**config.mk**
```make
export PLATFORM = sky130hd
export DESIGN_NAME = stim_event_player
export DESIGN_NICKNAME = d
export VERILOG_FILES = /design/src/rtl/stim_pkg.sv /design/src/rtl/stim_fifo.sv /design/src/rtl/stim_event_player.sv
export SDC_FILE = /design/constraint.sdc
export NUM_CORES = 2
export LEC_CHECK = 0
export ABC_AREA = 1
export BUFFER_PORTS_ARGS = -buffer_cell sky130_fd_sc_hd__buf_2
export CAP_MARGIN = 10
export CORE_MARGIN = 1.5
export CORE_UTILIZATION = 60
export DETAILED_ROUTE_END_ITERATION = 8
export PLACE_DENSITY_LB_ADDON = 0.08
export SETUP_SLACK_MARGIN = 0.15
export SYNTH_ARGS = -nofsm -noshare
export SYNTH_HDL_FRONTEND = slang
export SYNTH_SLANG_ARGS = --single-unit
```
**constraint.sdc**
```tcl
create_clock -name clk -period 12.95 [get_ports clk]
set_input_delay 2.59 -clock clk [delete_from_list [all_inputs] [get_ports clk]]
set_output_delay 2.59 -clock clk [all_outputs]
set_load 0.02 [all_outputs]
```
**src/rtl/stim_pkg.sv**
```systemverilog
// Shared types and constants for the timestamped stimulus replay engine.
// Entry layout in the event buffer is {delay, mask, data}, MSB first.
package stim_pkg;

    localparam int FIRED_CNT_W = 16;

    typedef enum logic [1:0] {
        ST_IDLE,
        ST_WAIT,
        ST_FIRE,
        ST_GAP
    } state_e;

    function automatic int entry_w(input int delay_w, input int num_in, input int data_w);
        return delay_w + num_in + num_in * data_w;
    endfunction

endpackage

```
**src/rtl/stim_fifo.sv**
```systemverilog
// Synchronous FIFO holding queued replay entries.
// Pointers carry one extra wrap bit so that full and empty are distinguishable.
module stim_fifo #(
    parameter int WIDTH = 8,
    parameter int DEPTH = 16
) (
    input  logic                     clk,
    input  logic                     rst,
    input  logic                     push,
    input  logic [WIDTH-1:0]         din,
    input  logic                     pop,
    input  logic                     flush,
    output logic [WIDTH-1:0]         head,
    output logic [$clog2(DEPTH):0]   fill,
    output logic                     empty,
    output logic                     full
);

    localparam int AW = $clog2(DEPTH);

    logic [WIDTH-1:0] mem_q [DEPTH];
    logic [AW:0]      wr_q;
    logic [AW:0]      rd_q;
    logic             do_push;
    logic             do_pop;

    assign empty   = (wr_q == rd_q);
    assign full    = (wr_q[AW] != rd_q[AW]) && (wr_q[AW-1:0] == rd_q[AW-1:0]);
    assign fill    = wr_q - rd_q;
    assign head    = mem_q[rd_q[AW-1:0]];
    assign do_push = push && !full && !flush;
    assign do_pop  = pop && !empty && !flush;

    always_ff @(posedge clk or negedge rst) begin
        if (!rst) begin
            wr_q <= '0;
            rd_q <= '0;
        end else if (flush) begin
            wr_q <= '0;
            rd_q <= '0;
        end else begin
            if (do_push) wr_q <= wr_q + (AW+1)'(1);
            if (do_pop)  rd_q <= rd_q + (AW+1)'(1);
        end
    end

    always_ff @(posedge clk) begin
        if (do_push) mem_q[wr_q[AW-1:0]] <= din;
    end

endmodule

```
**src/rtl/stim_event_player.sv**
```systemverilog
// Replays buffered (delay, mask, values) entries as one-cycle monitor input
// strobes, each followed by one idle cycle.
module stim_event_player
    import stim_pkg::*;
#(
    parameter int NUM_IN  = 1,
    parameter int DATA_W  = 64,
    parameter int DEPTH   = 16,
    parameter int DELAY_W = 32
) (
    input  logic                       clk,
    input  logic                       rst,
    input  logic                       en,
    input  logic                       ld_valid,
    output logic                       ld_ready,
    input  logic [DELAY_W-1:0]         ld_delay,
    input  logic [NUM_IN-1:0]          ld_mask,
    input  logic [NUM_IN*DATA_W-1:0]   ld_data,
    input  logic                       start,
    input  logic                       abort,
    output logic                       busy,
    output logic                       done,
    output logic [NUM_IN-1:0]          new_input,
    output logic [NUM_IN*DATA_W-1:0]   input_data,
    output logic [$clog2(DEPTH):0]     fill,
    output logic [FIRED_CNT_W-1:0]     fired_cnt
);

    localparam int EW = entry_w(DELAY_W, NUM_IN, DATA_W);
    localparam int DW = NUM_IN * DATA_W;

    state_e                 state_q, state_d;
    logic [DELAY_W-1:0]     cnt_q, cnt_d;
    logic [NUM_IN-1:0]      cur_mask_q, cur_mask_d;
    logic [DW-1:0]          cur_data_q, cur_data_d;
    logic [NUM_IN-1:0]      new_input_q, new_input_d;
    logic [DW-1:0]          input_data_q, input_data_d;
    logic                   busy_q, busy_d;
    logic                   done_q, done_d;
    logic [FIRED_CNT_W-1:0] fired_q, fired_d;

    logic [EW-1:0]          head;
    logic                   empty;
    logic                   full;
    logic                   pop;
    logic                   take;
    logic [DELAY_W-1:0]     hd_delay;
    logic [NUM_IN-1:0]      hd_mask;
    logic [DW-1:0]          hd_data;

    assign hd_delay = head[EW-1 -: DELAY_W];
    assign hd_mask  = head[DW +: NUM_IN];
    assign hd_data  = head[DW-1:0];

    assign ld_ready = (state_q == ST_IDLE) && !full;

    stim_fifo #(
        .WIDTH (EW),
        .DEPTH (DEPTH)
    ) u_fifo (
        .clk   (clk),
        .rst   (rst),
        .push  (en && ld_valid && ld_ready && !abort),
        .din   ({ld_delay, ld_mask, ld_data}),
        .pop   (en && pop),
        .flush (en && abort),
        .head  (head),
        .fill  (fill),
        .empty (empty),
        .full  (full)
    );

    always_comb begin
        state_d      = state_q;
        cnt_d        = cnt_q;
        cur_mask_d   = cur_mask_q;
        cur_data_d   = cur_data_q;
        fired_d      = fired_q;
        done_d       = 1'b0;
        take         = 1'b0;
        pop          = 1'b0;
        new_input_d  = '0;
        input_data_d = '0;

        if (abort) begin
            state_d = ST_IDLE;
        end else begin
            case (state_q)
                ST_IDLE: begin
                    if (start) begin
                        if (!empty) begin
                            take    = 1'b1;
                            fired_d = '0;
                        end else begin
                            done_d  = 1'b1;
                        end
                    end
                end
                ST_WAIT: begin
                    if (cnt_q == '0) state_d = ST_FIRE;
                    else             cnt_d   = cnt_q - DELAY_W'(1);
                end
                ST_FIRE: begin
                    state_d = ST_GAP;
                    // done is registered, so it must be decided here to land in the GAP cycle
                    done_d  = empty;
                    if ((cur_mask_q != '0) && (fired_q != {FIRED_CNT_W{1'b1}}))
                        fired_d = fired_q + FIRED_CNT_W'(1);
                end
                ST_GAP: begin
                    if (!empty) take    = 1'b1;
                    else        state_d = ST_IDLE;
                end
                default: state_d = ST_IDLE;
            endcase
        end

        // Counter is preloaded with d-1 so that delay d yields exactly d WAIT cycles
        if (take) begin
            pop        = 1'b1;
            cur_mask_d = hd_mask;
            cur_data_d = hd_data;
            if (hd_delay == '0) begin
                state_d = ST_FIRE;
            end else begin
                state_d = ST_WAIT;
                cnt_d   = hd_delay - DELAY_W'(1);
            end
        end

        if (state_d == ST_FIRE) begin
            new_input_d = cur_mask_d;
            for (int k = 0; k < NUM_IN; k++) begin
                if (cur_mask_d[k]) input_data_d[k*DATA_W +: DATA_W] = cur_data_d[k*DATA_W +: DATA_W];
            end
        end

        busy_d = (state_d != ST_IDLE);
    end

    always_ff @(posedge clk or negedge rst) begin
        if (!rst) begin
            state_q      <= ST_IDLE;
            cnt_q        <= '0;
            new_input_q  <= '0;
            input_data_q <= '0;
            busy_q       <= 1'b0;
            done_q       <= 1'b0;
            fired_q      <= '0;
        end else if (en) begin
            state_q      <= state_d;
            cnt_q        <= cnt_d;
            new_input_q  <= new_input_d;
            input_data_q <= input_data_d;
            busy_q       <= busy_d;
            done_q       <= done_d;
            fired_q      <= fired_d;
        end
    end

    always_ff @(posedge clk) begin
        if (en) begin
            cur_mask_q <= cur_mask_d;
            cur_data_q <= cur_data_d;
        end
    end

    assign new_input  = new_input_q;
    assign input_data = input_data_q;
    assign busy       = busy_q;
    assign done       = done_q;
    assign fired_cnt  = fired_q;

endmodule

```
==> results.json <==
{
  "switching_power_w": 0.00445,
  "yosysWarnings": 0,
  "grt_max_degree": 243,
  "num-fill-cells": 8843,
  "p_per_area_mw_per_mm2": 180,
  "ant_nets": 0,
  "cp.arrival_ns": 7.33,
  "r2r_start": "u_fifo.rd_q[0]",
  "syn_area_mm2": 0.0721,
  "syn_nets": 6334,
  "hpwl_um": 105000,
  "num_rows": 127,
  "via_count": 49000,
  "core_mm2": 0.119,
  "fmax_mhz": 149,
  "die_x_um": 350,
  "fin_util_pct": 66.7,
  "die_area_mm2": 0.122,
  "path_max_fanout": 158,
  "fin_tns_setup_ns": 0,
  "pwr-share-comb_pct": 20.7,
  "crit_type": "flip-flop to flip-flop",
  "fin_crit_sh_pct": 51.7,
  "hold_buffers": 0,
  "hold_class": "flip-flop to flip-flop",
  "drt_wl_total_um": 198000,
  "cts_setup_buffers": 0,
  "grt.overflow.total": 0,
  "synth_seq_area_share_pct": 71.7,
  "setup_viol": 0,
  "rsz0062_at_grt": "no",
  "post_cts_resized": 0,
  "worst-endpoint-required_ns": 13.59,
  "outcome": "complete, no violations",
  "report.final.hold_viol_count": 0,
  "p_sw_share_pct": 31.0,
  "clockRootBuffer": "clkbuf_16",
  "io_buffers": 191,
  "antenna_found_initial": 18,
  "nets": 6402,
  "hp-start": "input_data[5]",
  "synth_top_area_share_pct": 67.3,
  "grtUsageTotal_pct": 32.3,
  "synth_area_leader_cell": "edfxtp_1",
  "synthArstFlopShare_pct": 7.28,
  "die_height_um": 350,
  "dr.pass1.iters": 8,
  "drtIter0Drc": 5330,
  "slew_headroom_pct": 18.4,
  "drive_above_1_share_pct": 8.51,
  "pwr-share-clk_pct": 33.7,
  "postSynthCellCount": 6213,
  "grt_pass1_vias": 46700,
  "clkTransAtPathRegs_ns": 0.06,
  "tightest_slew_ns": 1.22,
  "synth.area.top_cells": "edfxtp_1 (67%), nand2_1 (5.9%), nor2_1 (5.1%), dfrtp_1 (4.4%), o21ai_0 (4.3%)",
  "cts_tree": "yes",
  "p_total_w": 0.0144,
  "critPathLaunchType": "flip-flop",
  "wl_per_cell_um": 24.6,
  "post-route-drc-count": 0,
  "numCtsBuffers": 176,
  "avgViaCountPerCell": 6.10,
  "io-pin-count": 192,
  "gp_congestion": 0.957,
  "finalCriticalPeriod_ns": 6.69,
  "synth_edf_count": 1617,
  "insertion_delay_ns": 0.80,
  "crit_start": "u_fifo.rd_q[0]",
  "cts.sinks": 1744,
  "postSynthAreaPerCell_um2": 11.6,
  "peakVddDrop_uv": 162,
  "max-clock-path-buffers": 3,
  "maxSlewViolCount": 0,
  "skew_ns": 0.0338,
  "endpoint_kind": "flip-flop",
  "ys.flop_type": "edfxtp_1",
  "pwr-share-seq_pct": 45.6,
  "synth_cell_types": 43,
  "grt_first_pass_wirelength_um": 293000,
  "ys_ff_latch": 1744,
  "areaGrowthSynthToFinish_pct": 10.5,
  "htreeDepth": 4,
  "initial_utilization_pct": 60.4,
  "p_leak_nw": 29.5,
  "p_int_w": 0.00990,
  "maxCapViolations": 0
}
-- final timing paths --
kind	end	slack [ns]	depth (start not counted)
hold reg to reg	input_data[5]	0.48	2
hold / removal	input_data[5]	0.48	2
min in group asynchronous	input_data[7]	1.91	1
setup reg to reg	state_q[0]	6.26	19
max in group asynchronous	fired_cnt[1]	9.63	2
setup / recovery	state_q[0]	6.26	19
-- synthesized netlist by cell type, drive strengths merged, types with 3 or more instances --
| master | number |
|---|---|
| ha | 17 |
| nor2 | 986 |
| a31oi | 66 |
| clkbuf | 203 |
| nand4 | 85 |
| o31ai | 5 |
| xor2 | 41 |
| nand2 | 1130 |
| dfrtp | 127 |
| o22ai | 151 |
| o21ai | 646 |
| buf | 168 |
| a21oi | 94 |
| nor4 | 3 |
| inv | 359 |
| xnor2 | 10 |
| nor3 | 22 |
| nand3 | 339 |
| edfxtp | 1617 |
| o211ai | 22 |
| o221ai | 109 |
-- sequential cells by signal, summed over array words and instances (netlist names) --
signal and count:
busy 1, cnt_q 32, done 1, u_fifo.rd_q 5, u_fifo.wr_q 5, cur_data_q 64
u_fifo.mem_q 1552, state_q 2, cur_mask_q 1, input_data 64, fired_cnt 16, new_input 1
-- power groups by stage --
| stage | sequential (W) | combinational [W] | clock, W |
|---|---|---|---|
| after global routing | 0.00656 | 0.00326 | 0.00510 |
| final | 0.00654 | 0.00297 | 0.00484 |
| after CTS | 0.00654 | 0.00295 | 0.00488 |
| after global placement | 0.00665 | 0.00290 | 0 |
| after floorplan | 0.00667 | 0.00199 | 0 |
| after detailed placement | 0.00665 | 0.00294 | 0 |
-- worst max-delay path, stage by stage (launching register included) --
cell and delay, ns:
dfrtp_4 0.98, buf_4 0.87, buf_12 0.59, buf_4 0.78
nand2_1 0.11, nand3_1 0.12, nand3_1 0.09, nand3_1 0.12
nand2_1 0.20, nor2_1 0.23, nand2_1 0.14, inv_1 0.07
nand2_1 0.06, nor2_2 0.14, nand2_4 0.11, nand2_4 0.58
buf_4 0.68, nand2_1 0.11, nand2_1 0.12, o21ai_0 0.09
-- placed cells by master, fill, tap and decap left out, drive strengths merged, types with 10 or more instances in the layout --
cell type,count
edfxtp,1617
nand2,1130
nor2,986
o21ai,646
inv,364
nand3,339
buf,261
clkbuf,234
o22ai,151
dfrtp,127
o221ai,109
a21oi,94
nand4,85
clkinv,77
a31oi,66
xor2,41
o211ai,22
nor3,22
ha,17
xnor2,10
-- area by class of cell --
| class | count | area, um2 | share of cell area, % |
|---|---|---|---|
| Sequential cell | 1744 | 51700 | 64.9 |
| Inverter | 360 | 1390 | 1.75 |
| Tap cell | 1612 | 2020 | 2.53 |
| Timing Repair Buffer | 261 | 1570 | 1.97 |
| Clock buffer | 234 | 4790 | 6.01 |
| Multi-Input combinational cell | 3738 | 17500 | 22.0 |
| Antenna cell | 5 | 12.5 | 0.0157 |
| Clock inverter | 90 | 654 | 0.821 |
-- layer usage --
metal  wire (um)  vias up  GRT usage [%]
met4        8740       16           14.2
met2       94900     2371           52.6
met5          98        -              0
met1       77500    24100           43.4
li1            -    22000              -
met3       16400      490           5.22
-- logic make-up after synthesis --
kind of cell               Yosys count  share of synthesized area (%)
muxes                                1                         0.0139
AOI/OAI and AO/OA                 1101                           8.72
and+or+nand+nor                   2567                           14.4
buffers and inverters              731                           4.22
xor gates and xnor gates            51                          0.619
adders and majority gates           18                          0.323
DFF                               1744                           71.7
-- stage by stage --
stage                     instances  hold WS [ns]  instance area [um2]  worst slack [ns]
after floorplan                6213         0.449                72100              4.84
after global placement         7715         0.460                74200              6.18
after detailed placement       7715         0.461                74200              6.09
after CTS                      8039         0.477                79700              6.42
after global routing           8040         0.494                79700              5.83
final                          8044         0.476                79700              6.26
No activity file was read; power rests on OpenSTA's default activity.
